==> config.mk <==
export PLATFORM = sky130hd
export DESIGN_NAME = random_arbiter
export DESIGN_NICKNAME = d
export VERILOG_FILES = /design/src/rtl/random_arbiter_pkg.sv /design/src/rtl/Random.sv /design/src/rtl/rr_pick.sv /design/src/rtl/random_arbiter.sv
export SDC_FILE = /design/constraint.sdc
export NUM_CORES = 1
export LEC_CHECK = 0
export ABC_AREA = 1
export BUFFER_PORTS_ARGS = -buffer_cell sky130_fd_sc_hd__buf_2
export CORE_UTILIZATION = 45
export CTS_CLUSTER_DIAMETER = 40
export DETAILED_ROUTE_END_ITERATION = 7
export PLACE_DENSITY_LB_ADDON = 0.05
export SKIP_LAST_GASP = 1
export SYNTH_ARGS = -nofsm -noshare
export SYNTH_HDL_FRONTEND = slang
export SYNTH_SLANG_ARGS = --single-unit
==> constraint.sdc <==
create_clock -name clk -period 1.3 [get_ports clk]
set_input_delay 0.195 -clock clk [delete_from_list [all_inputs] [get_ports clk]]
set_output_delay 0.195 -clock clk [all_outputs]
set_load 0.005 [all_outputs]
==> src/rtl/random_arbiter_pkg.sv <==
// Shared types and constants for the random byte arbiter.
// Imported by the arbiter top and its selector.
package random_arbiter_pkg;

    localparam int RANDOM_WIDTH = 8;

    typedef enum logic {
        ACCUM = 1'b0,
        READY = 1'b1
    } arb_state_t;

endpackage

==> src/rtl/Random.sv <==
// Noise-seeded 8-bit LFSR, x^8+x^7+x^6+x^5+x^2+x+1.
// The entropy bit is folded into the feedback on every clock.
module Random (
    input  logic       clk,
    input  logic       rst,
    input  logic       noise,
    output logic [7:0] rnd
);

    localparam logic [7:0] TAPS = 8'b1110_0111;

    always_ff @(posedge clk) begin
        if (rst) begin
            rnd <= '0;
        end else begin
            rnd <= {rnd[6:0], noise ^ (^(rnd & TAPS))};
        end
    end

endmodule

==> src/rtl/rr_pick.sv <==
// Combinational round-robin selector: lowest set req at or above
// ptr, else lowest set req overall. Result is one-hot.
module rr_pick #(
    parameter int N  = 4,
    parameter int PW = $clog2(N)
) (
    input  logic [N-1:0]  req,
    input  logic [PW-1:0] ptr,
    output logic [N-1:0]  gnt,
    output logic          found
);

    logic [N-1:0] hi;
    logic [N-1:0] pick_hi;
    logic [N-1:0] pick_all;

    // x & -x isolates the lowest set bit
    assign hi       = req & ~((N'(1) << ptr) - N'(1));
    assign pick_hi  = hi & (~hi + N'(1));
    assign pick_all = req & (~req + N'(1));
    assign gnt      = (|hi) ? pick_hi : pick_all;
    assign found    = |req;

endmodule

==> src/rtl/random_arbiter.sv <==
// Shares one Random LFSR among NUM_REQ consumers, delivering a byte
// only after STRIDE fresh shifts since the previous delivery.
module random_arbiter
    import random_arbiter_pkg::*;
#(
    parameter int NUM_REQ = 4,
    parameter int STRIDE  = 8,
    parameter int CNT_W   = 8
) (
    input  logic                    clk,
    input  logic                    rst,
    input  logic                    noise,
    input  logic [NUM_REQ-1:0]      req,
    output logic [NUM_REQ-1:0]      grant,
    output logic [RANDOM_WIDTH-1:0] data,
    output logic                    valid,
    output logic                    busy
);

    localparam int PW = $clog2(NUM_REQ);
    localparam logic [CNT_W-1:0] STRIDE_C = CNT_W'(STRIDE);
    localparam logic [PW-1:0] LAST = PW'(NUM_REQ - 1);

    arb_state_t state;
    logic [CNT_W-1:0] cnt;
    logic [PW-1:0] ptr;
    logic [PW-1:0] gidx;
    logic [PW-1:0] ptr_nxt;
    logic [NUM_REQ-1:0] pick;
    logic found;
    logic [RANDOM_WIDTH-1:0] rnd;

    Random u_random (
        .clk   (clk),
        .rst   (rst),
        .noise (noise),
        .rnd   (rnd)
    );

    rr_pick #(
        .N  (NUM_REQ),
        .PW (PW)
    ) u_pick (
        .req   (req),
        .ptr   (ptr),
        .gnt   (pick),
        .found (found)
    );

    always_comb begin
        gidx = '0;
        for (int i = 0; i < NUM_REQ; i++) begin
            if (pick[i]) gidx = PW'(i);
        end
    end

    assign ptr_nxt = (gidx == LAST) ? '0 : gidx + PW'(1);
    assign busy    = cnt < STRIDE_C;

    // counter saturates in READY because only ACCUM advances it
    always_ff @(posedge clk) begin
        if (rst) begin
            state <= ACCUM;
            cnt   <= '0;
            ptr   <= '0;
            grant <= '0;
            valid <= 1'b0;
            data  <= '0;
        end else begin
            grant <= '0;
            valid <= 1'b0;
            unique case (state)
                ACCUM: begin
                    cnt <= cnt + CNT_W'(1);
                    if (cnt + CNT_W'(1) == STRIDE_C) state <= READY;
                end
                READY: begin
                    if (found) begin
                        grant <= pick;
                        valid <= 1'b1;
                        data  <= rnd;
                        cnt   <= '0;
                        ptr   <= ptr_nxt;
                        state <= ACCUM;
                    end
                end
            endcase
        end
    end

endmodule

Yosys cells after proc, flatten, opt, wreduce, memory -nomap -nowiden --
Index checks and enable logic that the tools add are counted.
Operators by class: $add $sub $neg 5, mux-type cells 11, bitwise gates (word level) 9, magnitude comparators 1, equality and inequality tests 3, shifts and indexed selects 1, reductions and logical operators 6
Operator list (count):
- 8-bit one-hot mux with 2 select lines | 1
- 4-bit bitwise AND | 3
- 4-bit NOT | 3
- 4-bit by 1-bit adder with 4-bit output, second input constant | 2
- 8-bit by 1-bit adder with 8-bit output, second input constant | 1
- 8-bit by 4-bit equality test with 1-bit output, second input constant | 1
- 8-bit by 4-bit < comparator with 1-bit output, second input constant | 1
- 8-bit 2-to-1 mux | 1
- 4-bit OR reduction | 2
- 8-bit XOR reduction | 1
- 2-bit 2-to-1 mux | 3
- 1-bit 2-to-1 mux | 4
- 4-bit 2-to-1 mux | 1
- 1-bit by 2-bit << shifter with 4-bit output, first input constant | 1
- 4-bit by 1-bit subtractor with 4-bit output, second input constant | 1
- 3-bit OR reduction | 1
- 2-bit by 1-bit adder with 2-bit output, second input constant | 1
- 2-bit equality test, second input constant | 1
- 2-bit by 1-bit != test with 1-bit output, second input constant | 1
- 1-bit NOT | 2
- 1-bit one-hot mux with 2 select lines | 1
- 2-bit AND reduction | 1
- 2-bit OR reduction | 1
- 1-bit bitwise XOR | 1
Word-level totals: bits in registers 32, output and inout bits 14, input bits 7

Depth between registers and ports, before layout --
word-level depth 13, gate-level depth with buffers 8

By module --
Synthesis repeated with hierarchy kept, for this count alone.
Second synthesis, totals: cells, all modules 207, area, all modules 1430.1 um^2
By module, submodules not included:
- random_arbiter | area each 1026.0 um^2, instances 1, cells an instance 141
- Random | area each 304.0 um^2, instances 1, cells an instance 45
- rr_pick | area each 100.1 um^2, instances 1, cells an instance 21

Worst setup path after synthesis --
No wires, ideal clock.
path type reg2reg, start point reg cnt[0], end point reg cnt[6], buffers on the path 0, required time 1171 ps, data arrival time 1087 ps, slack 84 ps, cell stages (with the launch flop) 8, cell sequence dfxtp_1 ha_1 nand3_2 nor2_2 xor2_2 o22ai_1 inv_1 nor2_1
Between the ends: longest elaborated chain between the ends 2
Ends and longest elaborated chain:
- start, declared | RTL line random_arbiter.sv:25 | logic [CNT_W-1:0] cnt;
- start signal, assigned | RTL line random_arbiter.sv:74 | cnt <= cnt + CNT_W'(1);
- 8-bit by 1-bit adder with 8-bit output | RTL line random_arbiter.sv:74
- 8-bit one-hot mux with 2 select lines | RTL line random_arbiter.sv:72 | unique case (state)
Every way passes these cells. A chain may end at the register's enable or synchronous reset.

Final worst setup path --
start point reg cnt[5], end point out busy
Between the ends: longest elaborated chain between the ends 1
Ends and longest elaborated chain:
- 8-bit by 4-bit < comparator with 1-bit output | RTL line random_arbiter.sv:58 | assign busy = cnt < STRIDE_C;
- end, declared | RTL line random_arbiter.sv:17 | output logic busy
Every way passes these cells.

==> summary.log <==
qor: outcome.outcome finished with violations
qor: outcome.failed_checks DRC
qor: synthesis.ys_async_sr_fraction 0%
qor: floorplanning.die_w 57.1 um
qor: critical_path.cp_data_required_time 1.11 ns
qor: clock_tree.clkLatencyLatePin 0.33 ns
qor: timing.final.setup.tns 0 ns
qor: critical_path.worstPathArrival 1.08 ns
qor: final_layout.design_area 1630 um2
qor: flow_run.timing.max_cap.violations 0
qor: final_layout.layout-drive-gt1-share 30.3%
qor: final_layout.most-common-layout-cells sky130_fd_sc_hd__nand2_1 (35), sky130_fd_sc_hd__dfxtp_1 (23), sky130_fd_sc_hd__nor2_1 (21)
qor: clock_tree.ctsLongestPathBuffers 2
qor: synthesis.synth_enable_flop_cells 0
qor: critical_path.crit_chain inv_2, nand3_2, nor3_2, buf_2
qor: final_layout.layout_commonest_cell sky130_fd_sc_hd__nand2_1
qor: timing.worst-slew-pin-transition 0.301 ns
qor: routing.ant_nets 0
qor: grt.number_of_global_route_vias_before_repair 1043
qor: final_layout.syn_to_final_growth 19.0%
qor: synthesis.synth-adder-area-share 0.916%
qor: floorplanning.initial_standard_cell_utilization_of_the_core 48.7%
qor: grt.initial_antenna_violation_count 0
qor: floorplanning.core-area 2810 um2
qor: synthesis.syn_avg_cell_area 7.59 um2
qor: synthesis.synthesis.area 1370 um2
qor: grt.grt_remaining_overflow 0
qor: timing.final-setup-viol-count 0
qor: timing.slew_violations 0
qor: synthesis.postSynthNetCount 188
qor: synthesis.synth.yosys.seq_area_share 46.9%
qor: clock_tree.worst_setup_hold_path_clk_slew 0.11 ns
qor: pwr.total_switching_power 0.440 mW
qor: final_layout.n_fill_cell 265
qor: synthesis.muxShareOfSynthArea 0%
qor: timing.setup_ws 0.0201 ns
qor: routing.detail_route.drc_violations 2
qor: critical_path.cell_with_the_largest_stage_delay_on_the_worst_path sky130_fd_sc_hd__dfxtp_4
qor: synthesis.synthSimpleGateAreaFrac 26.6%
qor: clock_tree.tritoncts yes
qor: clock_tree.clock_tree.root_cell sky130_fd_sc_hd__clkbuf_4
qor: timing.final.min_clock_period 1.28 ns
qor: timing.finalHoldViolCount 0
qor: critical_path.worstSetupEndpointType output port
qor: timing.slew_headroom 79.9%
qor: pwr.power.internal 1.45 mW
qor: floorplanning.floorplan.die.height 57.1 um
qor: place.place_area 1510 um2
qor: grt.grt_start_max_net_pins 18
qor: synthesis.dominant_combinational_cell_family_by_area_after_synthesis simple AND/OR/NAND/NOR gates
qor: synthesis.total_of_flip_flops_plus_latches_after_synthesis 32
qor: synthesis.synth_compound_gate_area_share 12.3%
qor: pwr.leakagePower 0.708 nW
qor: floorplanning.fp.dieArea 3260 um2
qor: clock_tree.cts_inserted_buffers 5
qor: grt.globalRouteTotalUtil 17.5%
qor: critical_path.critPathLaunchType register
qor: synthesis.yosys_most_used_dff sky130_fd_sc_hd__dfxtp_1
qor: final_layout.antenna-diode-count 0
qor: pwr.power.combinational.fraction 6.9%
qor: place.post-place-ws 0.0111 ns
qor: synthesis.synthDominantAreaCellType sky130_fd_sc_hd__dfxtp_1
qor: synthesis.netlist.area_leader.share 46.9%
qor: pwr.clkPwrFrac 39.4%
qor: timing.timing.clock.skew 0.0110 ns
qor: grt.first_pass_grt_wire_length 4330 um
qor: worst_hold_path.hp-class in2reg
qor: critical_path.path_class reg2out
qor: routing.vias_per_cell 4.94
qor: place.detailedPlacementHpwl 1880 um
qor: timing.min_period_over_period 98.5%
qor: routing.dr.pass1.iters 6
qor: place.placement.io_buffers 20
qor: clock_tree.cts.htree.levels 2
qor: pwr.power_frac_seq 53.8%
qor: routing.drt-initial-drc-count 48
qor: routing.aggregate_routed_wire_length 2660 um
qor: final_layout.finalCoreUtilization 58.0%
qor: pwr.ir_drop 0.735 mV
qor: pwr.power_per_cell_area 1160 nW/um2
qor: timing.hold_slack 0.128 ns
qor: timing.rsz_0062_raised_after_global_routing true
qor: critical_path.crit_fanout 5
qor: critical_path.max_stage_delay 0.38 ns
qor: synthesis.synthTopCellsByArea sky130_fd_sc_hd__dfxtp_1 (47%), sky130_fd_sc_hd__nand2_1 (9.6%), sky130_fd_sc_hd__inv_1 (6.3%)
qor: pwr.p_sw_share 23.2%
qor: final_layout.layout.nets 215
qor: synthesis.syn_inst 180
qor: clock_tree.tritoncts_num_sinks 32
qor: synthesis.synth.yosys.warnings 0
qor: synthesis.post_synthesis_share_of_cell_area_spent_on_xor_and_xnor_gates 4.40%
qor: floorplanning.std_cell_rows 19
qor: synthesis.ys_types 30
qor: routing.wire_per_inst 11.1 um
qor: place.gpl.final_weighted_congestion 0.821
qor: timing.timing.fmax 781 MHz
qor: floorplanning.io_pins 21
qor: routing.route.vias.total 1181
==> routing by layer <==
layer | vias up | global-route usage (%) | part of all wire, % | routed length, um
li1 | 621 | - | - | -
met1 | 528 | 21.2 | 46 | 1230
met2 | 27 | 27.9 | 46 | 1230
met3 | 5 | 6.80 | 6.4 | 169
met4 | 0 | 7.32 | 1.4 | 38
met5 | - | 0 | 0 | 0
==> synth_stat cells (2+ instances only) <==
cell type,n
sky130_fd_sc_hd__xor2_1,2
sky130_fd_sc_hd__dfxtp_1,32
sky130_fd_sc_hd__xnor2_1,3
sky130_fd_sc_hd__nor2_2,4
sky130_fd_sc_hd__nor2_1,21
sky130_fd_sc_hd__nand2_2,4
sky130_fd_sc_hd__inv_1,23
sky130_fd_sc_hd__nand4_1,2
sky130_fd_sc_hd__a21oi_1,16
sky130_fd_sc_hd__buf_1,2
sky130_fd_sc_hd__nand3_1,8
sky130_fd_sc_hd__inv_2,2
sky130_fd_sc_hd__nand2_1,35
sky130_fd_sc_hd__o21ai_0,10
==> registers in the layout (all words and copies together) (netlist names) <==
| register | cells |
|---|---|
| u_random.rnd | 8 |
| valid | 1 |
| grant | 4 |
| ptr | 2 |
| data | 8 |
| state | 1 |
| cnt | 8 |
==> timing repair <==
item / 4_1_cts / 5_1_grt
gates resized for setup: 2 / 16
buffers inserted: 0 / 1
hold buffers: 0 / 0
pin swaps: 0 / 1
endpoints found under the setup margin: 2 / 4
==> metrics by stage <==
stage,instances,power (mW)
final,239,1.89
after detailed placement,230,1.17
after floorplan,180,1.13
after global placement,230,1.16
after global routing,239,1.98
after CTS,238,1.92
==> power by group through the flow <==
stage / logic [mW] / registers (mW) / clock network [mW]
final: 0.130 / 1.02 / 0.746
after detailed placement: 0.126 / 1.04 / 0
after CTS: 0.127 / 1.02 / 0.768
after global routing: 0.147 / 1.02 / 0.814
after floorplan: 0.0909 / 1.04 / 0
after global placement: 0.122 / 1.04 / 0
==> area by class of cell <==
| class | instances | area [um2] | share of cell area (%) |
|---|---|---|---|
| flip-flops and latches | 32 | 657 | 40.4 |
| multi-input cells | 118 | 622 | 38.2 |
| repair buffers | 24 | 130 | 8.00 |
| inverters | 26 | 98.8 | 6.08 |
| clock inverters | 3 | 42.5 | 2.62 |
| well taps | 31 | 38.8 | 2.38 |
| clock buffers | 5 | 37.5 | 2.31 |
==> cells by family after synthesis <==
| family | count (synthesis) |
|---|---|
| AND/OR/NAND/NOR | 80 |
| flip-flops | 32 |
| AO/OA/AOI/OAI | 31 |
| buffers and inverters | 30 |
| XOR/XNOR | 6 |
| adder cells (fa/ha/maj) | 1 |
==> worst paths after layout <==
check	endpoint	slack (ns)	cells past startpoint	start
hold / removal	state	0.13	2	rst
hold reg to reg	u_random.rnd[5]	0.44	2	u_random.rnd[4]
setup / recovery	busy	0.02	4	cnt[5]
setup reg to reg	state	0.08	6	cnt[0]
==> critical path: cells and delay by family (launching register included) <==
| family | cells | cell delay (ns) |
|---|---|---|
| flops | 1 | 0.38 |
| simple gates | 2 | 0.18 |
| buf+inv | 2 | 0.18 |
No activity file was read; power rests on OpenSTA's default activity.
